<file path="src/rtl/mario_pkg.sv">
// Shared Mario game package.
// Tile codes, screen geometry and tile-writer types.
package mario_pkg;

  localparam int BDR = 0;
  localparam int SKY = 1;
  localparam int BLK = 2;
  localparam int GND = 3;
  localparam int TKN = 4;

  localparam int SCREEN_WIDTH  = 640;
  localparam int SCREEN_HEIGHT = 480;
  localparam int BLOCK_WIDTH   = 40;
  localparam int MARIO_WIDTH   = 32;

  typedef logic [7:0] tile_t;
  typedef logic [3:0] row_t;
  typedef logic [4:0] col_t;

  typedef enum logic [1:0] {
    IDLE,
    READ,
    CHECK,
    WRITE
  } writer_state_t;

endpackage

</file>
<file path="src/rtl/coin_priority_arbiter.sv">
// Fixed-priority arbiter.
// The lowest set request bit wins.
module coin_priority_arbiter #(
  parameter int N  = 2,
  parameter int IW = (N > 1) ? $clog2(N) : 1
) (
  input  logic [N-1:0]  req,
  output logic          grant_valid,
  output logic [IW-1:0] grant_idx
);

  always_comb begin
    grant_valid = |req;
    grant_idx   = '0;
    for (int i = N - 1; i >= 0; i--) begin
      if (req[i]) grant_idx = IW'(i);
    end
  end

endmodule

</file>
<file path="src/rtl/coin_tile_writer.sv">
// Coin touch responder.
// Queues touch events, clears token tiles to SKY and keeps the score.
module coin_tile_writer
  import mario_pkg::*;
#(
  parameter int NUM_COINS = 2,
  parameter int ROWS      = 12,
  parameter int COLS      = 17,
  parameter int ROW_W     = 4,
  parameter int COL_W     = 5,
  parameter int SKY       = mario_pkg::SKY,
  parameter int TKN       = mario_pkg::TKN,
  parameter int SCORE_W   = 10
) (
  input  logic                             vga_clock,
  input  logic                             reset,
  input  logic [NUM_COINS-1:0]             touch,
  input  logic [NUM_COINS-1:0][ROW_W-1:0]  coin_row,
  input  logic [NUM_COINS-1:0][COL_W-1:0]  coin_col,
  output logic [ROW_W-1:0]                 rd_row,
  output logic [COL_W-1:0]                 rd_col,
  input  logic [7:0]                       rd_data,
  output logic                             wr_en,
  output logic [ROW_W-1:0]                 wr_row,
  output logic [COL_W-1:0]                 wr_col,
  output logic [7:0]                       wr_data,
  output logic [NUM_COINS-1:0]             collected,
  output logic [SCORE_W-1:0]               score,
  output logic                             busy,
  output logic                             all_collected
);

  localparam int IW = (NUM_COINS > 1) ? $clog2(NUM_COINS) : 1;

  if (ROWS > (1 << ROW_W) || COLS > (1 << COL_W)) begin : g_bad_dims
    $error("tile-map dimensions exceed index widths");
  end

  writer_state_t          r_state, w_state_n;
  logic [NUM_COINS-1:0]   r_pend, r_coll, r_touch_q;
  logic [SCORE_W-1:0]     r_score;
  logic [IW-1:0]          r_idx;
  logic [ROW_W-1:0]       r_rd_row, r_wr_row;
  logic [COL_W-1:0]       r_rd_col, r_wr_col;

  logic [NUM_COINS-1:0]   w_rise, w_clr;
  logic                   w_gv, w_grant, w_load_wr, w_mark, w_inc;
  logic [IW-1:0]          w_gi;

  assign w_rise = touch & ~r_touch_q;

  coin_priority_arbiter #(
    .N  (NUM_COINS),
    .IW (IW)
  ) u_arb (
    .req         (r_pend),
    .grant_valid (w_gv),
    .grant_idx   (w_gi)
  );

  always_comb begin
    w_state_n = r_state;
    w_grant   = 1'b0;
    w_load_wr = 1'b0;
    w_mark    = 1'b0;
    w_inc     = 1'b0;
    unique case (r_state)
      IDLE: begin
        if (w_gv) begin
          w_grant   = 1'b1;
          w_state_n = READ;
        end
      end
      READ: w_state_n = CHECK;
      CHECK: begin
        if (rd_data == 8'(TKN)) begin
          w_load_wr = 1'b1;
          w_state_n = WRITE;
        end else begin
          // Tile already cleared elsewhere: retire the coin, no score.
          w_mark    = 1'b1;
          w_state_n = IDLE;
        end
      end
      WRITE: begin
        w_mark    = 1'b1;
        w_inc     = 1'b1;
        w_state_n = IDLE;
      end
      default: w_state_n = IDLE;
    endcase
  end

  // Grant clear wins over a same-cycle rise on the granted index.
  assign w_clr = w_grant ? (NUM_COINS'(1) << w_gi) : '0;

  always_ff @(posedge vga_clock or negedge reset) begin
    if (!reset) begin
      r_state   <= IDLE;
      r_pend    <= '0;
      r_coll    <= '0;
      r_touch_q <= '0;
      r_score   <= '0;
      r_idx     <= '0;
      r_rd_row  <= '0;
      r_rd_col  <= '0;
      r_wr_row  <= '0;
      r_wr_col  <= '0;
    end else begin
      r_state   <= w_state_n;
      r_touch_q <= touch;
      r_pend    <= (r_pend | (w_rise & ~r_coll)) & ~w_clr;
      if (w_grant) begin
        r_idx    <= w_gi;
        r_rd_row <= coin_row[w_gi];
        r_rd_col <= coin_col[w_gi];
      end
      if (w_load_wr) begin
        r_wr_row <= r_rd_row;
        r_wr_col <= r_rd_col;
      end
      if (w_mark) r_coll[r_idx] <= 1'b1;
      if (w_inc && r_score != '1) r_score <= r_score + 1'b1;
    end
  end

  assign rd_row        = r_rd_row;
  assign rd_col        = r_rd_col;
  assign wr_en         = (r_state == WRITE);
  assign wr_row        = r_wr_row;
  assign wr_col        = r_wr_col;
  assign wr_data       = 8'(SKY);
  assign collected     = r_coll;
  assign score         = r_score;
  assign busy          = (r_state != IDLE) || (|r_pend);
  assign all_collected = &r_coll;

endmodule

</file>
<file path="config.mk">
export PLATFORM = sky130hd
export DESIGN_NAME = coin_tile_writer
export DESIGN_NICKNAME = d
export VERILOG_FILES = /design/src/rtl/mario_pkg.sv /design/src/rtl/coin_priority_arbiter.sv /design/src/rtl/coin_tile_writer.sv
export SDC_FILE = /design/constraint.sdc
export NUM_CORES = 1
export LEC_CHECK = 0
export ABC_AREA = 1
export CAP_MARGIN = 40
export CORE_MARGIN = 8
export CORE_UTILIZATION = 44
export CTS_CLUSTER_DIAMETER = 200
export CTS_CLUSTER_SIZE = 40
export DETAILED_ROUTE_END_ITERATION = 10
export PLACE_DENSITY = 0.78
export REMOVE_ABC_BUFFERS = 1
export SYNTH_ARGS = -nofsm -noshare
export SYNTH_HDL_FRONTEND = slang
export SYNTH_SLANG_ARGS = --single-unit
</file>
<file path="constraint.sdc">
create_clock -name vga_clock -period 1.52 [get_ports vga_clock]
set_input_delay 0.38 -clock vga_clock [delete_from_list [all_inputs] [get_ports vga_clock]]
set_output_delay 0.38 -clock vga_clock [all_outputs]
set_load 0.02 [all_outputs]
</file>
## Word level (Yosys, flattened, before mapping)

Index checks and enable logic that the tools add are counted.

| operators by class | value |
|---|---|
| mux-type cells | 19 |
| shift operators | 1 |
| bitwise operators | 8 |
| order comparisons | 3 |
| reductions and logical operators | 7 |
| equality and inequality tests | 6 |
| $add $sub $neg | 1 |

Operator list:

| operator | number |
|---|---|
| 10-bit by 1-bit adder with 10-bit output, second input constant | 1 |
| 5-bit two-way mux | 2 |
| 10-bit inequality test, second input constant | 1 |
| 1-bit two-way mux | 9 |
| 8-bit by 3-bit equality test with 1-bit output, second input constant | 1 |
| 4-bit two-way mux | 2 |
| 2-bit case mux with 4 select lines | 1 |
| 2-bit bitwise AND | 3 |
| 2-bit two-way mux | 3 |
| 2-bit NOT | 3 |
| 2-bit equality test, second input constant | 2 |
| 1-bit by 2-bit < comparator with 1-bit output, second input constant | 2 |
| 2-bit bitwise OR | 2 |
| 2-bit by 1-bit equality test with 1-bit output, second input constant | 1 |
| 1-bit logical AND | 2 |
| 2-bit zero test | 1 |
| 2-bit by 1-bit inequality test with 1-bit output, second input constant | 1 |
| 1-bit case mux with 2 select lines | 1 |
| 2-bit AND reduction | 1 |
| 2-bit nonzero test | 1 |
| 2-bit OR reduction | 1 |
| 1-bit by 1-bit << shifter with 2-bit output, first input constant | 1 |
| 1-bit demux with 1-bit select | 1 |
| 1-bit greater-or-equal comparator, second input constant | 1 |
| 1-bit logical OR | 1 |

| storage, ports and cells | value |
|---|---|
| word-level logic and storage cells | 55 |
| output and inout bits | 41 |
| flip-flop bits (word level) | 37 |
| input bits | 30 |

## Depth between registers and ports, before layout

Gate-level depths: netlist of the first run.

| depth | value |
|---|---|
| word-level depth | 6 |
| mapped depth | 8 |
| depth with buffers taken out | 8 |

## Cells and area by module

From an unflattened synthesis of the first run, not the netlist that was laid out.

| unflattened totals | value |
|---|---|
| cell total of the unflattened synthesis | 225 |
| area, all modules | 1825.5 um2 |

By module, submodules not included:

| module | times used | sequential area each (um2) | cells each | area each (um2) |
|---|---|---|---|---|
| coin_tile_writer | 1 | 925.9 | 221 | 1810.5 |
| coin_priority_arbiter | 1 | 0.0 | 4 | 15.0 |

## Worst setup path after synthesis of the first run

Ideal clock, no wire load.

| timing path | value |
|---|---|
| path type | flip-flop to flip-flop |
| start point | reg r_score[0], in the netlist score[0] |
| end point | reg r_score[5], in the netlist score[5] |
| path slack | 67 ps |
| stages on the path, launching flop included | 8 |
| setup time | 119 ps |
| arrival | 1334 ps |
| required time | 1401 ps |
| clock period less this slack | 1453 ps |
| cells stage by stage | dfrtp_1 ha_1 nand2_1 nor2_4 nand3_4 nand2_1 nand2_1 and2_1 |

| on the way | value |
|---|---|
| cells in the longest elaborated chain, start to end | 2 |
| elaborated cells between the ends (all ways) | 3 |

RTL lines:

| what | RTL line | source |
|---|---|---|
| from (decl) | coin_tile_writer.sv:41 | `logic [SCORE_W-1:0] r_score;` |
| from (signal assigned) | coin_tile_writer.sv:123 | `if (w_inc && r_score != '1) r_score <= r_score + 1'b1;` |
| parallel branches: the longest is 2 deep, another holds 10-bit by 1-bit adder with 10-bit output | -- |  |

Parallel ways; which one is timed is not known.
A chain may end at the register's enable or synchronous reset.

## Final worst setup path of the first run

| timing path | value |
|---|---|
| start point | reg r_state[0] |
| end point | out busy |

| on the way | value |
|---|---|
| cells in the longest elaborated chain, start to end | 2 |

RTL lines:

| what | RTL line | source |
|---|---|---|
| from (decl) | coin_tile_writer.sv:39 | `writer_state_t r_state, w_state_n;` |
| from (signal assigned) | coin_tile_writer.sv:110 | `r_state <= w_state_n;` |
| 2-bit nonzero test | coin_tile_writer.sv:135 | `assign busy = (r_state != IDLE) \|\| (\|r_pend);` |
| 1-bit logical OR | coin_tile_writer.sv:135 |  |
| to (decl) | coin_tile_writer.sv:29 | `output logic busy,` |

Every way passes these cells.

==> results.yml, run 1 <==
timing:
  fin_tns_setup_ns: 0
  rsz0062_at_grt: "no"
  fin_skew_ns: 0.00513
  hold_viol_final: 0
  max_freq_mhz: 687
  post-route-min-period_ns: 1.46
  finalCritPeriodShare_pct: 95.8
  drv_slew: 0
  whs_ns: 0.0444
  setup_viol_count_final: 0
placed_design:
  dp.cells: 363
  port_buffers: 62
  hpwlAfterDp_um: 3780
  place_congestion: 0.840
worst_setup_path:
  r2r_end: "score[7]"
  critical_path.endpoint_type: "primary output"
  worstPathArrival_ns: 1.08
  r2r_slack_ns: 0.16
  worst-setup-path-type: "flop to primary output"
  cp-startpoint: "r_state[0]"
  r2r_cells: 8
  setup.worst_path.start_class: "flop"
  cp-endpoint: "busy"
  cp_max_fo: 3
  reg2reg_from: "score[0]"
  cp.required_ns: 1.14
synth:
  syn-cell-area_sq_um: 1860
  ys_warn_count: 0
  syn_inst: 233
  synth_ff_type: "dfrtp_1"
  synth_edf_count: 0
  yosysUniqueCellTypes: 24
  ys_seq_area_share_pct: 49.8
  ys_seq_elements: 37
  ys_async_sr_fraction_pct: 100
  avgSynthCellArea_sq_um: 7.98
floorplanning:
  die-area_sq_um: 6560
  core_area_sq_um: 4030
  die-height_um: 81.0
  rows: 23
  die_x_um: 81.0
  initial_core_util_pct: 46.1
  io_pins: 71
final_layout:
  drive_gt1_share_pct: 15.5
  fin_cells: 373
  finalNetCount: 353
  fill_cells: 373
  area_growth_pct: 46.5
  num_antenna_cells: 0
routing:
  routed_wl_um: 4700
  route.detailed.drc: 0
  detail_route.first_pass.iterations: 4
  ant_nets: 0
  vias: 1764
  drt-wirelength-per-cell_um: 12.6
  drtIter0Drc: 74
  post_drt_via_cell_ratio: 4.73
pwr:
  total_power_uw: 1840
  ir_drop_v: 0.000531
  leakagePower_uw: 0.00146
  powerDensity_nw_per_um2: 675
grt:
  grt_start_max_net_pins: 38
  grt.total_usage_pct: 15.1
  antenna_found_initial: 0
  overflow: 0
  grt_pass1_wl_um: 7920
  grt_pass1_vias: 1773
clock_network:
  cts_buffers: 5
  clk_latency_ns: 0.29
  cts_root_buf: "clkbuf_8"
  path_clk_slew_ns: 0.07
  cts_sinks: 37
  clockBufferDepth: 2
  cts_max_level: 2
  cts_tree: "yes"
flow_run:
  cap_violations: 0
run_status:
  status: "finished, final reports clean"
min_path:
  hold_class: "input port to asynchronous set/reset pin"
## cells by family (layout without fill, tap and decap cells)
family / after synthesis / count (layout) / synth area share [%]
buf+inv: 38 / 122 / 9.49
xor+xnor: 2 / 2 / 0.942
flops: 37 / 37 / 49.8
simple gates: 146 / 146 / 36.6
compound gates: 7 / 7 / 2.09
other cells: 2 / 8 / 0.404
fa+ha+maj: 1 / 1 / 0.673
## cell usage in the layout, fill, tap and decap left out, types with 3 or more instances in the layout
cell	count
inv_1	23
nor2_2	3
clkbuf_1	3
dlygate4sd2_1	30
nor2_1	8
nand2_1	86
o21ai_0	5
clkdlybuf4s50_1	28
nand3_1	34
dfrtp_1	37
inv_2	6
nand4_1	3
clkbuf_8	5
conb_1	8
buf_4	22
## critical path: stages (launching register included)
cell	delay (ns)
dfrtp_1	0.40
nor2_2	0.16
nand3_2	0.10
buf_6	0.13
## layer usage
layer / wire [um] / vias to the layer above / global-route usage (%) / share of wire, %
met1: 1940 / 807 / 17.9 / 41
met4: 48 / 0 / 5.18 / 1.0
met5: 0 / - / 0 / 0
met2: 2340 / 59 / 24.9 / 50
li1: - / 891 / - / -
met3: 375 / 7 / 5.08 / 8.0
## synthesized netlist by cell type (2+ instances only)
cell type | instances | area, sq um
buf_4 | 9 | 67.6
conb_1 | 2 | 7.51
dfrtp_1 | 37 | 926
inv_1 | 23 | 86.3
inv_2 | 6 | 22.5
nand2_1 | 86 | 323
nand2_4 | 2 | 22.5
nand3_1 | 35 | 175
nand4_1 | 3 | 18.8
nor2_1 | 8 | 30.0
nor2_2 | 3 | 18.8
nor2_4 | 2 | 22.5
o21ai_0 | 5 | 25.0
xnor2_1 | 2 | 17.5
## worst min-delay path by stage
stage                from            to  cells past startpoint
CTS                 reset      score[2]                      2
finish              reset      score[2]                      2
global placement    reset      score[2]                      2
detailed placement  reset      score[2]                      2
floorplan           reset  collected[0]                      0
global route        reset      score[7]                      2
## through the flow
stage	setup WS (ns)	area (sq um)	utilization [%]
floorplan	0.0674	1810	-
global placement	-0.0611	2660	66.1
detailed placement	-0.105	2660	66.1
CTS	0.0265	2700	67.0
global route	0.00567	2720	67.6
finish	0.0640	2720	67.6
## cell type report
class | count | area [sq um] | area share, %
flip-flops and latches | 37 | 926 | 34.0
multi-input cells | 164 | 787 | 28.9
repair buffers | 85 | 759 | 27.9
inverters | 29 | 109 | 4.00
clock buffers | 8 | 80.1 | 2.94
well taps | 50 | 62.6 | 2.30
## flip-flops by register name, summed over array words and instances, names as in the netlist
signal     flops
r_touch_q      2
r_state        2
rd_row         4
wr_col         5
r_idx          1
collected      2
score         10
r_pend         2
wr_row         4
rd_col         5
## power by group
group          switching, uW  internal, uW  total [uW]
Clock                    327           326         653
Sequential              10.5          1000        1010
Combinational           83.1          91.8         175
## what timing repair did
item                       in CTS  in global routing
pin swaps                       0                  2
setup endpoints to repair      33                  9
hold buffers                    0                  0
resized for setup              38                  6
setup buffers                   0                  2
Power figures use the tool's default switching activity.
==> run 2, diff against run 1 <==
CELL_PAD_IN_SITES_DETAIL_PLACEMENT = 1   (was not set)
CELL_PAD_IN_SITES_GLOBAL_PLACEMENT = 2   (was not set)
CORE_UTILIZATION = 24   (was 44)
GPL_TIMING_DRIVEN = 1   (was not set)
==> run 2 against run 1 <==
Net effect:
- non-clock buffer count is 7 higher
- clock power is 9.6% higher
- flip-flop and latch count stayed put
- combinational power is 3% higher
- core utilization is 30 points lower
- sequential share of layout area is 1.6 points lower
- design area is 5.3% higher
- highest routed layer unchanged
==> results.yml, run 2 (synthesized netlist as in run 1, its figures left out) <==
worst_setup_path:
  critical_path.endpoint_type: "primary output"
  worst-setup-path-type: "flop to primary output"
  cp-startpoint: "r_state[1]"
  slowest_delay_ns: 0.44
  crit_family: "flip-flops"
  cp_cell_sequence: "nor2_4, nand3_2, buf_6"
  reg2reg_from: "score[0]"
  cp_max_fo: 3
  worstPathArrival_ns: 1.12
  cp.required_ns: 1.14
  critPathBufInv: 1
  crit_slowest_cell: "dfrtp_1"
  setup.worst_path.start_class: "flop"
final_layout:
  finalNetCount: 360
  postLayoutCoreUtil_pct: 37.7
  drive_gt1_share_pct: 19.1
  num_antenna_cells: 0
  mostFrequentLayoutCells: "nand2_1, dfrtp_1, nand3_1"
  seq_area_sq_um: 928
  fill_cells: 935
  finalInstanceArea_sq_um: 2870
  largest_reg_flops: 10
  multi_input_area_sq_um: 800
  final_common_cell: "nand2_1"
  area_growth_pct: 54.3
grt:
  grt_pass1_vias: 1945
  overflow: 0
  grt_pass1_wl_um: 9780
  grt_start_max_net_pins: 38
  grt.total_usage_pct: 11.1
  antenna_found_initial: 0
run_status:
  status: "finished, final reports clean"
timing:
  max_freq_mhz: 665
  post-route-min-period_ns: 1.50
  setup_ws_ns: 0.0160
  drv_slew: 0
  finalCritPeriodShare_pct: 98.9
  hold_viol_final: 0
  rsz0062_at_grt: "yes"
  fin_skew_ns: 0.00819
  setup_viol_count_final: 0
clock_network:
  path_clk_slew_ns: 0.08
  postCtsHoldBufs: 0
  cts_max_level: 2
  clockBufferDepth: 2
  cts_buffers: 5
  clk_latency_ns: 0.30
  cts_sinks: 37
  cts_root_buf: "clkbuf_8"
  cts_tree: "yes"
floorplanning:
  initial_core_util_pct: 24.4
  die-height_um: 104
  io_pins: 71
  core_area_sq_um: 7610
  die_x_um: 104
  rows: 32
  die-area_sq_um: 10800
min_path:
  hold_class: "input port to asynchronous set/reset pin"
placed_design:
  port_buffers: 62
  hpwlAfterDp_um: 4480
  dpl_worst_slack_ns: -0.130
  post_dp_cell_area_sq_um: 2750
  place_congestion: 0.742
routing:
  vias: 1800
  routed_wl_um: 5650
  ant_nets: 0
  drtIter0Drc: 49
  drt-wirelength-per-cell_um: 13.1
  detail_route.first_pass.iterations: 4
  route.detailed.drc: 0
  post_drt_via_cell_ratio: 4.17
pwr:
  leakagePower_uw: 0.00152
  ir_drop_v: 0.000267
  powerDensity_nw_per_um2: 664
flow_run:
  cap_violations: 0
## run 2: changes by cell type in the layout (fill, tap and decap cells not counted)
cell | previous run | this run
buf_4 | 22 | 28
buf_6 | 1 | 4
clkbuf_1 | 3 | 0
clkinv_4 | 0 | 2
dfrtp_1 | 37 | 35
dfrtp_2 | 0 | 2
buf_12 | 1 | 0
buf_2 | 2 | 1
clkinv_2 | 0 | 1
nand2_1 | 86 | 85
nand2_4 | 2 | 3
nor2_2 | 3 | 2
nor2_4 | 2 | 3
## run 2: power by group
part	switching, uW	total (uW)	internal, uW
sequential	11.1	1010	999
combinational	86.6	180	93.1
clock	390	716	325
## run 2: path summary, 6_finish.rpt
kind	to	slack, ns	cells after the start
max in group asynchronous	score[0]	1.04	2
min in group vga_clock	wr_row[2]	0.47	2
setup / recovery	busy	0.02	3
setup reg to reg	score[5]	0.11	7
hold reg to reg	wr_row[2]	0.47	2
hold / removal	score[1]	0.12	2
## run 2: final cells by class
class | count | share of cell area (%)
timing repair buffer | 92 | 28.3
tap | 102 | 4.45
inverter | 29 | 3.79
multi-input combinational | 164 | 27.9
sequential | 37 | 32.4
clock buffer | 5 | 2.40
clock inverter | 3 | 0.785
## run 2: worst reg2reg max path, cell delays in order, from the launching register on
cell and delay [ns]:
dfrtp_2 0.45, ha_2 0.21, nand2_1 0.11, nor2_4 0.05, nand3_4 0.12, buf_4 0.14, nand3_1 0.06, and2_1 0.16
## run 2: layer usage
layer	wire length, um	GRT usage, %
met1	2420	13.0
met3	360	4.28
met2	2800	18.0
met5	0	0
met4	73	4.03
## run 2: stage by stage
stage / setup TNS [ns] / instances / hold slack, ns / total power, uW
2_1_floorplan: 0 / 230 / 0.0844 / 1080
3_3_place_gp: -0.685 / 419 / 0.453 / 1220
3_5_place_dp: -1.24 / 419 / 0.460 / 1220
4_1_cts: -0.0541 / 428 / 0.132 / 1960
5_1_grt: -0.0445 / 432 / 0.154 / 2010
6_report: 0 / 432 / 0.124 / 1900
## run 2: repair_timing
item,in CTS,in global routing
endpoints found under the hold margin,0,0
endpoints found under the setup margin,33,10
setup buffers,1,4
pin swaps,1,3
resized for setup,42,11
==> run 3, diff against run 2 <==
CORE_ASPECT_RATIO = 1.75   (was not set)
==> run 3 against run 2 <==
Net effect:
- clock-buffer cell count unchanged
- routed wire length up 1.6%
- critical path depth stayed put
- register-to-register slack worse by 0.02 ns
- non-clock buffer count is 4 lower
- critical endpoint unchanged
==> results.yml, run 3 (synthesized netlist as in run 1, its figures left out) <==
grt:
  grt.total_usage_pct: 11.2
  overflow: 0
  grt_pass1_wl_um: 9640
  grt_pass1_vias: 1969
  antenna_found_initial: 0
  grt_start_max_net_pins: 38
worst_setup_path:
  worstPathArrival_ns: 1.08
  cp-endpoint: "busy"
  cp_max_fo: 4
  r2r_slack_ns: 0.09
  reg2reg_from: "score[1]"
  critical_path.endpoint_type: "primary output"
  worst-setup-path-type: "flop to primary output"
  cp.required_ns: 1.14
  cp-startpoint: "r_state[1]"
  r2r_end: "score[7]"
  r2r_cells: 8
  setup.worst_path.start_class: "flop"
placed_design:
  post_dp_cell_area_sq_um: 2750
  place_congestion: 0.715
  dpl_worst_slack_ns: -0.111
  port_buffers: 62
  hpwlAfterDp_um: 4710
routing:
  detail_route.first_pass.iterations: 3
  ant_nets: 0
  route.detailed.drc: 0
  drtIter0Drc: 22
  vias: 1797
  drt-wirelength-per-cell_um: 13.9
  routed_wl_um: 5740
  post_drt_via_cell_ratio: 4.35
min_path:
  hold_class: "input port to asynchronous set/reset pin"
pwr:
  powerDensity_nw_per_um2: 809
  ir_drop_v: 0.000398
  total_power_uw: 2340
  leakagePower_uw: 0.00151
final_layout:
  final_common_cell: "nand2_1"
  finalInstanceArea_sq_um: 2890
  drive_gt1_share_pct: 16.9
  area_growth_pct: 55.3
  mostFrequentLayoutCells: "nand2_1, dfrtp_1, nand3_1"
  largest_reg_flops: 10
  finalNetCount: 356
  num_antenna_cells: 0
  fill_cells: 932
  seq_area_sq_um: 926
  multi_input_area_sq_um: 795
clock_network:
  cts_tree: "yes"
  cts_buffers: 5
  path_clk_slew_ns: 0.06
  clk_latency_ns: 0.27
  cts_max_level: 2
  clockBufferDepth: 2
  cts_sinks: 37
  cts_root_buf: "clkbuf_16"
timing:
  setup_ws_ns: 0.0620
  hold_viol_final: 0
  max_freq_mhz: 686
  drv_slew: 0
  rsz0062_at_grt: "no"
  whs_ns: 0.0591
  fin_tns_setup_ns: 0
  post-route-min-period_ns: 1.46
  fin_skew_ns: 0.00299
  setup_viol_count_final: 0
  finalCritPeriodShare_pct: 95.9
run_status:
  status: "finished, final reports clean"
floorplanning:
  die-area_sq_um: 10900
  core_area_sq_um: 7570
  io_pins: 71
  die-height_um: 132
  die_x_um: 82.5
  initial_core_util_pct: 24.6
  rows: 42
flow_run:
  cap_violations: 0
[run 3: what timing repair did]
action	in CTS	in global routing
setup buffers	0	1
endpoints found under the hold margin	0	0
setup endpoints to repair	33	7
hold buffers	0	0
resized for setup	39	4
[run 3: cell type report]
cell class | instances | share of cell area [%]
clock buffer | 5 | 4.33
sequential | 37 | 32.1
tap | 88 | 3.81
clock inverter | 2 | 1.21
multi-input combinational | 164 | 27.5
inverter | 29 | 3.77
timing repair buffer | 88 | 27.3
[run 3: how the worst min path moves through the flow]
stage	end	slack, ns
after global placement	score[8]	0.36
after floorplan	collected[0]	0.08
after global routing	score[8]	0.09
after detailed placement	score[8]	0.37
final	score[8]	0.06
after CTS	score[8]	0.07
[run 3: worst max-delay path, cell delays in order (launching register included)]
cell,delay (ns)
dfrtp_1,0.42
nor2_2,0.14
nand3_1,0.08
buf_2,0.16
[run 3: routing by layer]
metal / track usage [%] / wire, um / up-vias
met5: 0 / 0 / -
met4: 4.05 / 97 / 0
met1: 11.3 / 1990 / 856
met3: 2.10 / 270 / 7
met2: 21.2 / 3390 / 38
li1: - / - / 896
[run 3: stage by stage]
step / utilization (%) / std cells
6_report: 38.2 / 413
5_1_grt: 38.2 / 413
4_1_cts: 38.0 / 412
3_5_place_dp: 36.4 / 405
3_3_place_gp: 36.4 / 405
2_1_floorplan: - / 230
[run 3: power by group]
| group | total [uW] | switching [uW] | leakage (uW) | internal, uW |
|---|---|---|---|---|
| Combinational | 179 | 85.5 | 0.000954 | 93.7 |
| Clock | 1140 | 382 | 0.0000797 | 761 |
| Sequential | 1010 | 11.9 | 0.000476 | 1000 |
| Total | 2340 | 480 | 0.00151 | 1860 |
